## src/rtl/mux_pkg.sv

```systemverilog
// mux_pkg: shared state encoding for scan_mux and its pointer sub-block
package mux_pkg;
    typedef enum logic [1:0] {IDLE, SEL, SCAN} state_e;
endpackage

```

## src/rtl/scan_ptr.sv

```systemverilog
// scan_ptr: dwell counter plus wrapping round-robin channel pointer
//   clk, rst  : clock, synchronous active-high reset
//   run_i     : counting enabled (mux is in SCAN)
//   clear_i   : restart at channel 0 with a fresh dwell
//   stall_i   : output slot busy; hold at end of dwell instead of advancing
//   ptr_o     : channel currently pointed at
//   tick_o    : dwell complete, ptr_o is due to be loaded
module scan_ptr #(
    parameter int N     = 4,
    parameter int DWELL = 1,
    parameter int SW    = $clog2(N)
) (
    input  logic          clk,
    input  logic          rst,
    input  logic          run_i,
    input  logic          clear_i,
    input  logic          stall_i,
    output logic [SW-1:0] ptr_o,
    output logic          tick_o
);
    localparam int CW = $clog2(DWELL + 1);
    logic [CW-1:0] cnt_q, cnt_d;
    logic [SW-1:0] ptr_q, ptr_d;
    assign tick_o = cnt_q == CW'(DWELL - 1);
    assign ptr_o  = ptr_q;
    // A stalled tick holds both counter and pointer so no channel is skipped.
    always_comb begin
        cnt_d = cnt_q;
        ptr_d = ptr_q;
        if (clear_i) begin
            cnt_d = '0;
            ptr_d = '0;
        end else if (run_i && !tick_o) begin
            cnt_d = cnt_q + 1'b1;
        end else if (run_i && !stall_i) begin
            cnt_d = '0;
            ptr_d = (ptr_q == SW'(N - 1)) ? '0 : ptr_q + 1'b1;
        end
    end
    always_ff @(posedge clk) begin
        if (rst) begin
            cnt_q <= '0;
            ptr_q <= '0;
        end else begin
            cnt_q <= cnt_d;
            ptr_q <= ptr_d;
        end
    end
endmodule

```

## src/rtl/scan_mux.sv

```systemverilog
// scan_mux: N-channel W-bit registered mux, direct select or dwell-timed round-robin scan
//   clk, rst : clock, synchronous active-high reset
//   en, mode : 0 -> IDLE; mode 0 -> direct select, mode 1 -> auto-scan
//   s        : direct-mode channel select
//   I        : packed channels, channel k at I[k*W +: W]
//   y, y_ch  : registered sample and its channel index
//   y_valid  : sample pending; y_ready accepts it
//   err      : one-cycle pulse for an out-of-range direct select
module scan_mux import mux_pkg::*; #(
    parameter int N     = 4,
    parameter int W     = 1,
    parameter int SW    = $clog2(N),
    parameter int DWELL = 1
) (
    input  logic           clk,
    input  logic           rst,
    input  logic           en,
    input  logic           mode,
    input  logic [SW-1:0]  s,
    input  logic [N*W-1:0] I,
    output logic [W-1:0]   y,
    output logic [SW-1:0]  y_ch,
    output logic           y_valid,
    input  logic           y_ready,
    output logic           err
);
    state_e        state_q, state_d;
    logic [W-1:0]  y_q;
    logic [SW-1:0] y_ch_q, ch, ptr;
    logic          y_valid_q, err_q, free, bad, load, tick;
    assign state_d = !en ? IDLE : (mode ? SCAN : SEL);
    assign free    = !y_valid_q || y_ready;
    assign bad     = state_q == SEL && int'(s) >= N;
    assign ch      = (state_q == SCAN) ? ptr : s;
    assign load    = free && ((state_q == SEL && !bad) || (state_q == SCAN && tick));
    // Pointer restarts only on the transition into SCAN, never while staying there.
    scan_ptr #(.N(N), .DWELL(DWELL), .SW(SW)) u_ptr (
        .clk    (clk),
        .rst    (rst),
        .run_i  (state_q == SCAN),
        .clear_i(state_d == SCAN && state_q != SCAN),
        .stall_i(!free),
        .ptr_o  (ptr),
        .tick_o (tick)
    );
    always_ff @(posedge clk) begin
        if (rst) begin
            state_q   <= IDLE;
            y_q       <= '0;
            y_ch_q    <= '0;
            y_valid_q <= 1'b0;
            err_q     <= 1'b0;
        end else begin
            state_q <= state_d;
            err_q   <= bad;
            if (load) begin
                y_q       <= I[ch*W +: W];
                y_ch_q    <= ch;
                y_valid_q <= 1'b1;
            end else if (free) begin
                y_valid_q <= 1'b0;
            end
        end
    end
    assign y       = y_q;
    assign y_ch    = y_ch_q;
    assign y_valid = y_valid_q;
    assign err     = err_q;
endmodule

```

## config.mk

```make
export PLATFORM = sky130hd
export DESIGN_NAME = scan_mux
export DESIGN_NICKNAME = d
export VERILOG_FILES = /design/src/rtl/mux_pkg.sv /design/src/rtl/scan_ptr.sv /design/src/rtl/scan_mux.sv
export SDC_FILE = /design/constraint.sdc
export NUM_CORES = 1
export LEC_CHECK = 0
export CORE_AREA = 2 2 39 41
export DETAILED_ROUTE_END_ITERATION = 6
export DIE_AREA = 0 0 41 43
export PLACE_DENSITY = 0.67
export SYNTH_ARGS = -nofsm -noshare
export SYNTH_HDL_FRONTEND = slang
export SYNTH_SLANG_ARGS = --single-unit
export TNS_END_PERCENT = 30
```

## constraint.sdc

```tcl
create_clock -name clk -period 2.2 [get_ports clk]
set_input_delay 0.44 -clock clk [delete_from_list [all_inputs] [get_ports clk]]
set_output_delay 0.44 -clock clk [all_outputs]
set_load 0.05 [all_outputs]
```

==> impl_metrics.py, run 1 <==
metrics = {
    "run_status": {
        "outcome": "completed",
    },
    "floorplanning": {
        "die_w_um": 41,
        "core_area_sq_mm": 0.00138,
        "io_pins": 16,
        "die_area_sq_mm": 0.00176,
        "floorplan.initialDensity_pct": 31.5,
        "die_y_um": 43,
        "row_count": 14,
    },
    "clock_network": {
        "numCtsBuffers": 3,
        "htree_levels": 1,
        "ctsResizeCount": 0,
        "clk_pin_slew_ns": 0.06,
        "clk-insertion-delay-late_ns": 0.25,
        "cts_buffer_depth": 2,
        "clock_sinks": 9,
        "tritoncts": "yes",
        "hold_buffers": 0,
        "clock-root-buffer": "clkbuf_4",
        "post_cts_buffers": 0,
    },
    "logic_synthesis": {
        "ys_types": 25,
        "avgSynthCellArea_sq_um": 9.26,
        "syn_inst": 47,
        "yosysTopAreaCell": "dfxtp_1",
        "async_reset_ff_share_pct": 0,
        "synth-edff-count": 0,
        "synthesis.nets": 59,
        "yosysSeqAreaShare_pct": 41.4,
        "synth_area_leaders": "dfxtp_1 (41%), mux2i_1 (6.9%), a21oi_1 (4.6%)",
        "yosysWarnings": 0,
        "yosysMostFrequentCell": "dfxtp_1",
        "ys.flop_type": "dfxtp_1",
        "post_synth_instance_area_sq_um": 435,
        "ys_ff_latch": 9,
        "synth_top_area_share_pct": 41.4,
        "synthTopCellsByCount": "dfxtp_1 (9), a21oi_1 (4)",
    },
    "hold_path": {
        "min_from": "u_ptr.cnt_q",
        "min_path_cells": 2,
        "holdCritPathClass": "reg -> reg",
        "min_to": "u_ptr.cnt_q",
    },
    "critical_path": {
        "worstPathRequired_ns": 1.76,
        "worstReg2RegEnd": "y",
        "r2r_cells": 4,
        "crit_fanout": 2,
        "critPathMaxStageDelay_ns": 0.80,
        "crit_family": "buffers and inverters",
        "path_class": "reg -> out",
        "cp_cell_sequence": "clkdlybuf4s50_1",
        "endpoint_kind": "output pin",
        "crit_path_start_kind": "register",
        "cp_slowest_cell": "clkdlybuf4s50_1",
        "cp_num_buf_inv": 1,
        "timing.rr.start": "state_q[0]",
        "critPathArrivalTime_ns": 1.39,
        "crit_start": "y_valid",
        "r2r_slack_ns": 0.63,
    },
    "layout": {
        "nets": 76,
        "fin_cells": 79,
        "syn2layout_area_growth_pct": 38.5,
        "drive_gt1_share_pct": 11.1,
        "antenna_cells": 0,
    },
    "sta": {
        "rsz0062_at_grt": "false",
        "fmax_mhz": 547,
        "skew_ns": 0.00549,
        "slew_violations": 0,
        "report.final.hold_viol_count": 0,
        "fin_crit_sh_pct": 83.1,
        "final-setup-viol-count": 0,
        "setup_tns_ns": 0,
        "fin_crit_ns": 1.83,
    },
    "power": {
        "power.share.clock_pct": 32.9,
        "power.density_mw_per_mm2": 630,
        "switching_share_pct": 26.7,
        "total_leakage_power_nw": 0.241,
        "combPwrFrac_pct": 21.0,
        "power.share.sequential_pct": 46.1,
        "ir_drop_mv": 0.391,
        "switching_power_uw": 102,
        "intPower_uw": 279,
    },
    "routing": {
        "top_layer": "met3",
        "routed_wl_um": 839,
        "met1_length_um": 417,
        "route.met2.wl_um": 392,
        "drt-pass1-iter-count": 3,
        "drtIter0Drc": 3,
        "num_vias": 386,
        "wl_per_cell_um": 10.6,
        "ant_nets": 0,
        "dr_wl_met3_um": 30,
        "drc_errors": 0,
        "via_per_inst": 4.89,
    },
    "placement": {
        "port_buffers": 14,
        "place_inst": 75,
        "routabilityCongestion": 0.739,
        "dpl.hpwl_um": 658,
    },
    "grt": {
        "grt_max_degree": 8,
        "grt_use_total_pct": 12.0,
        "grt_pass1_wl_mm": 1.44,
        "antenna_found_initial": 0,
        "grt_pass1_vias": 359,
        "grt-ovfl-total": 0,
    },
    "job": {
        "max_cap_violations": 0,
    },
}
[registers in the layout (all words and copies together) (netlist names)]
signal       count
state_q          2
u_ptr.cnt_q      1
u_ptr.ptr_o      2
y                1
y_ch             2
y_valid          1
[how the worst max path moves through the flow]
stage | depth (start not counted) | endpoint
detailed placement | 5 | y
CTS | 1 | y_valid
finish | 1 | y_valid
global route | 1 | y_valid
floorplan | 4 | u_ptr.ptr_o[0]
global placement | 5 | u_ptr.ptr_o[0]
[per-layer routing]
| layer | GRT usage (%) | up-vias |
|---|---|---|
| li1 | - | 201 |
| met1 | 16.9 | 176 |
| met2 | 16.3 | 9 |
| met3 | 3.14 | 0 |
| met4 | 6.00 | 0 |
| met5 | 0 | - |
[area by class of cell]
type | count | area [sq um]
Fill cell | 149 | 781
Multi-Input combinational cell | 34 | 229
Sequential cell | 9 | 180
Timing Repair Buffer | 14 | 140
Clock buffer | 4 | 26.3
Tap cell | 16 | 20.0
Inverter | 2 | 7.51
[metrics by stage]
stage          cell area [sq um]  util [%]  hold slack, ns  power, mW  worst slack, ns
6_report                     603      43.6           0.464      0.380            0.372
4_1_cts                      603      43.6           0.468      0.387            0.359
3_5_place_dp                 577      41.7           0.457      0.260            0.206
3_3_place_gp                 577      41.7           0.454      0.258            0.291
2_1_floorplan                435         -           0.433      0.227            0.685
5_1_grt                      603      43.6           0.493      0.403            0.320
[power groups by stage]
| stage | clock network [mW] | registers [mW] | logic, mW |
|---|---|---|---|
| 3_5_place_dp | 0 | 0.179 | 0.0804 |
| 6_report | 0.125 | 0.175 | 0.0798 |
| 2_1_floorplan | 0 | 0.196 | 0.0309 |
| 4_1_cts | 0.130 | 0.175 | 0.0810 |
| 3_3_place_gp | 0 | 0.179 | 0.0798 |
| 5_1_grt | 0.140 | 0.177 | 0.0861 |
[cells in the final DEF (no fill, tap or decap)]
cell | synthesis | final
nor3b_1 | 1 | 1
nor3_1 | 1 | 1
clkbuf_4 | 0 | 3
clkbuf_1 | 0 | 1
and3b_1 | 1 | 1
mux2i_1 | 3 | 3
ha_1 | 1 | 1
nand3_1 | 1 | 1
conb_1 | 1 | 1
inv_1 | 2 | 2
and3b_2 | 1 | 1
a21oi_1 | 4 | 4
clkdlybuf4s50_1 | 0 | 14
dfxtp_1 | 9 | 9
a2111oi_0 | 2 | 2
or3b_4 | 1 | 1
nand2_1 | 3 | 3
nor2_1 | 3 | 3
o211ai_1 | 1 | 1
a31o_2 | 1 | 1
o21ai_0 | 1 | 1
nor2b_1 | 3 | 3
or3_1 | 1 | 1
a21o_2 | 1 | 1
a211oi_1 | 1 | 1
nand2b_1 | 2 | 2
[cell families (layout without fill, tap and decap cells)]
group / count (synthesis) / in the layout / synth area share [%]
AOI/OAI and AO/OA: 11 / 11 / 17.2
DFF: 9 / 9 / 41.4
and+or+nand+nor: 18 / 18 / 24.7
buffers and inverters: 4 / 20 / 6.04
adders and majority gates: 1 / 1 / 2.87
other: 1 / 1 / 0.861
muxes: 3 / 3 / 6.90
(Power assumes the default switching activity.)
==> run 2, diff against run 1 <==
==> constraint.sdc (replaced) <==
create_clock -name clk -period 1.7 [get_ports clk]
set_input_delay 0.34 -clock clk [delete_from_list [all_inputs] [get_ports clk]]
set_output_delay 0.34 -clock clk [all_outputs]
set_load 0.05 [all_outputs]
==> run 2 against run 1 <==
  * Critical path depth up 4
  * Final area grew 2.1%
  * Sequential power up 29%
  * Cell count is 3.8% higher
  * Die area unchanged
  * Clock skew is 0.0031 ns lower
  * Hold slack gained 0.0018 ns
  * Flip-flop and latch count did not move
  * Critical path type is now in -> reg
==> impl_metrics.py, run 2 (synthesis gave the netlist of run 1 again) <==
metrics = {
    "run_status": {
        "outcome": "completed",
    },
    "hold_path": {
        "min_path_cells": 2,
        "holdCritPathClass": "reg -> reg",
    },
    "sta": {
        "rsz0062_at_grt": "false",
        "slew_violations": 0,
        "final-setup-viol-count": 0,
        "report.final.hold_viol_count": 0,
        "fmax_mhz": 646,
        "setup_tns_ns": 0,
        "fin_crit_ns": 1.55,
        "setup_slack_ns": 0.152,
        "skew_ns": 0.00242,
        "fin_crit_sh_pct": 91.0,
    },
    "floorplanning": {
        "die_y_um": 43,
        "die_w_um": 41,
        "floorplan.initialDensity_pct": 31.5,
        "core_area_sq_mm": 0.00138,
        "row_count": 14,
        "io_pins": 16,
        "die_area_sq_mm": 0.00176,
    },
    "layout": {
        "drive_gt1_share_pct": 21.2,
        "antenna_cells": 0,
        "nets": 79,
        "layout_common_cells": "clkdlybuf4s50_1 (10), dfxtp_1 (9), buf_4 (7), a21oi_1 (4)",
        "fin_cells": 82,
        "final_common_cell": "clkdlybuf4s50_1",
        "post-route-util_pct": 44.5,
        "syn2layout_area_growth_pct": 41.4,
        "fill_cells": 141,
    },
    "power": {
        "combPwrFrac_pct": 21.1,
        "total_leakage_power_nw": 0.263,
        "ir_drop_mv": 0.514,
        "power.density_mw_per_mm2": 820,
        "switching_share_pct": 28.0,
        "switching_power_uw": 141,
        "power.share.sequential_pct": 44.9,
        "intPower_uw": 363,
        "power.share.clock_pct": 34.0,
        "total_power_uw": 505,
    },
    "clock_network": {
        "hold_buffers": 0,
        "ctsResizeCount": 0,
        "clock_sinks": 9,
        "clk-insertion-delay-late_ns": 0.27,
        "tritoncts": "yes",
        "numCtsBuffers": 3,
        "post_cts_buffers": 0,
        "htree_levels": 1,
        "cts_buffer_depth": 2,
        "clock-root-buffer": "clkbuf_4",
        "clk_pin_slew_ns": 0.06,
    },
    "placement": {
        "port_buffers": 14,
        "pre_cts_slack_ns": -0.129,
        "routabilityCongestion": 0.722,
        "place_inst": 78,
        "dpl.hpwl_um": 628,
    },
    "routing": {
        "drtIter0Drc": 6,
        "num_vias": 388,
        "drt-pass1-iter-count": 2,
        "routed_wl_um": 827,
        "drc_errors": 0,
        "ant_nets": 0,
        "via_per_inst": 4.73,
        "wl_per_cell_um": 10.1,
    },
    "job": {
        "max_cap_violations": 0,
    },
    "critical_path": {
        "crit_path_start_kind": "primary input",
        "crit_fanout": 4,
        "critPathArrivalTime_ns": 1.75,
        "endpoint_kind": "register",
        "r2r_cells": 4,
        "worstPathRequired_ns": 1.90,
        "path_class": "in -> reg",
    },
    "grt": {
        "grt_use_total_pct": 11.6,
        "grt_pass1_vias": 340,
        "grt_max_degree": 8,
        "grt_pass1_wl_mm": 1.37,
        "grt-ovfl-total": 0,
        "antenna_found_initial": 0,
    },
}
run 2: changes by cell type in the layout (fill, tap and decap cells not counted), sizes merged:
cell | previous run | this run
buf | 0 | 7
clkdlybuf4s50 | 14 | 10
run 2: worst max-delay path: stages:
cell,delay [ns]
clkdlybuf4s50_1,0.44
nand2b_1,0.15
or3b_4,0.39
or3_1,0.31
a21oi_1,0.11
run 2: stage by stage:
stage / instance area [sq um] / hold slack [ns]
after detailed placement: 589 / 0.460
after global routing: 616 / 0.494
final: 616 / 0.465
after global placement: 589 / 0.454
after CTS: 616 / 0.469
after floorplan: 435 / 0.409
run 2: power groups by stage:
stage | clock network (mW) | logic, mW | registers [mW]
2_1_floorplan | 0 | 0.0399 | 0.254
3_3_place_gp | 0 | 0.107 | 0.231
3_5_place_dp | 0 | 0.107 | 0.231
4_1_cts | 0.176 | 0.108 | 0.227
5_1_grt | 0.190 | 0.115 | 0.228
6_report | 0.172 | 0.107 | 0.226
run 2: final cells by class:
type | instances | area [sq um] | area share [%]
clock buffer | 4 | 26.3 | 4.27
tap | 16 | 20.0 | 3.25
timing repair buffer | 17 | 153 | 24.8
multi-input combinational | 34 | 229 | 37.2
sequential | 9 | 180 | 29.3
inverter | 2 | 7.51 | 1.22
run 2: final timing paths:
kind	to	slack [ns]	start
setup / recovery	u_ptr.ptr_o[0]	0.15	y_ready
hold reg to reg	u_ptr.cnt_q	0.47	u_ptr.cnt_q
setup reg to reg	y	0.19	state_q[0]
hold / removal	u_ptr.cnt_q	0.47	u_ptr.cnt_q
run 2: per-layer routing:
metal | GRT usage (%) | up-vias | part of all wire [%]
met4 | 8.00 | 0 | 2.3
met5 | 0 | - | 0
met2 | 15.3 | 11 | 43
met3 | 3.14 | 2 | 5.3
met1 | 15.6 | 171 | 49
li1 | - | 204 | -
==> run 3, diff against run 2 <==
--- a/config.mk
+++ b/config.mk
@@ -9,6 +9,7 @@
 export DETAILED_ROUTE_END_ITERATION = 6
 export DIE_AREA = 0 0 41 43
 export PLACE_DENSITY = 0.67
+export RECOVER_POWER = 50
 export SYNTH_ARGS = -nofsm -noshare
 export SYNTH_HDL_FRONTEND = slang
 export SYNTH_SLANG_ARGS = --single-unit
==> run 3 against run 2 <==
  * Routed wire length is the same
  * Sequential share of layout area grew 0.36 points
  * Utilization shrank 0.54 points
  * Critical path depth is the same
  * Critical endpoint unchanged
==> impl_metrics.py, run 3 (synthesis gave the netlist of run 1 again) <==
metrics = {
    "run_status": {
        "outcome": "completed",
    },
    "placement": {
        "place_inst": 78,
        "dpl.hpwl_um": 628,
        "port_buffers": 14,
        "pre_cts_slack_ns": -0.129,
        "routabilityCongestion": 0.722,
        "placed_area_sq_um": 589,
    },
    "layout": {
        "nets": 79,
        "layout_common_cells": "clkdlybuf4s50_1 (9), dfxtp_1 (9), buf_4 (5), a21oi_1 (4)",
        "antenna_cells": 0,
        "post-route-util_pct": 43.9,
        "syn2layout_area_growth_pct": 39.7,
        "drive_gt1_share_pct": 18.2,
        "fin_cells": 82,
        "post-route-cell-area_sq_um": 608,
        "fill_cells": 145,
    },
    "routing": {
        "num_vias": 388,
        "drt-pass1-iter-count": 2,
        "ant_nets": 0,
        "drtIter0Drc": 6,
        "routed_wl_um": 827,
        "drc_errors": 0,
        "wl_per_cell_um": 10.1,
        "via_per_inst": 4.73,
    },
    "clock_network": {
        "cts_buffer_depth": 2,
        "clk-insertion-delay-late_ns": 0.27,
        "hold_buffers": 0,
        "post_cts_buffers": 0,
        "clock_sinks": 9,
        "ctsResizeCount": 0,
        "clock-root-buffer": "clkbuf_4",
        "tritoncts": "yes",
        "numCtsBuffers": 3,
        "clk_pin_slew_ns": 0.06,
        "htree_levels": 1,
    },
    "floorplanning": {
        "io_pins": 16,
        "die_area_sq_mm": 0.00176,
        "die_w_um": 41,
        "row_count": 14,
        "die_y_um": 43,
        "core_area_sq_mm": 0.00138,
        "floorplan.initialDensity_pct": 31.5,
    },
    "grt": {
        "grt_pass1_vias": 340,
        "grt_pass1_wl_mm": 1.37,
        "grt-ovfl-total": 0,
        "antenna_found_initial": 0,
        "grt_max_degree": 8,
        "grt_use_total_pct": 11.6,
    },
    "critical_path": {
        "endpoint_kind": "register",
        "critPathArrivalTime_ns": 1.75,
        "worstPathRequired_ns": 1.90,
        "crit_path_start_kind": "primary input",
        "crit_fanout": 4,
        "path_class": "in -> reg",
    },
    "sta": {
        "final-setup-viol-count": 0,
        "setup_slack_ns": 0.152,
        "skew_ns": 0.00318,
        "report.final.hold_viol_count": 0,
        "whs_ns": 0.465,
        "fin_crit_sh_pct": 91.0,
        "max_slew_margin_pct": 60.4,
        "tightest_slew_ns": 0.597,
        "slew_violations": 0,
        "fin_crit_ns": 1.55,
        "fmax_mhz": 646,
        "rsz0062_at_grt": "false",
    },
    "power": {
        "total_leakage_power_nw": 0.255,
        "ir_drop_mv": 0.512,
        "power.density_mw_per_mm2": 824,
    },
    "job": {
        "max_cap_violations": 0,
    },
    "hold_path": {
        "holdCritPathClass": "reg -> reg",
    },
}
[run 3: changes by cell type in the layout (fill, tap and decap cells not counted), sizes merged]
| cell | change |
|---|---|
| clkbuf | +2 |
| dlygate4sd3 | +1 |
| clkdlybuf4s50 | -1 |
| buf | -2 |
[run 3: stage by stage]
stage                     total power, mW  TNS (ns)
final                               0.501         0
after global routing                0.530         0
after CTS                           0.510         0
after detailed placement            0.339    -0.213
after global placement              0.338    -0.157
after floorplan                     0.294         0
[run 3: worst paths after layout]
check	endpoint	startpoint	slack, ns	depth (start not counted)
setup / recovery	u_ptr.ptr_o[0]	y_ready	0.15	5
hold / removal	u_ptr.cnt_q	u_ptr.cnt_q	0.47	2
hold reg to reg	u_ptr.cnt_q	u_ptr.cnt_q	0.47	2
setup reg to reg	y	state_q[0]	0.19	4
[run 3: area by class of cell]
cell class              count  area (sq um)  area share, %
clock buffers               4          26.3           4.32
inverters                   2          7.51           1.23
multi-input cells          34           229           37.7
well taps                  16          20.0           3.29
repair buffers             17           145           23.9
flip-flops and latches      9           180           29.6
[run 3: critical path, stage by stage]
cell,delay (ns)
clkdlybuf4s50_1,0.44
nand2b_1,0.15
or3b_4,0.39
or3_1,0.31
a21oi_1,0.11
[run 3: power breakdown]
group          total, mW  switching, mW  internal [mW]
clock network      0.171         0.0801         0.0908
logic              0.104         0.0548         0.0488
registers          0.226        0.00576          0.221
[run 3: per-layer routing]
metal | up-vias | global-route usage, % | share of wire, %
li1 | 204 | - | -
met1 | 171 | 15.6 | 49
met2 | 11 | 15.3 | 43
met3 | 2 | 3.14 | 5.3
met4 | 0 | 8.00 | 2.3
met5 | - | 0 | 0
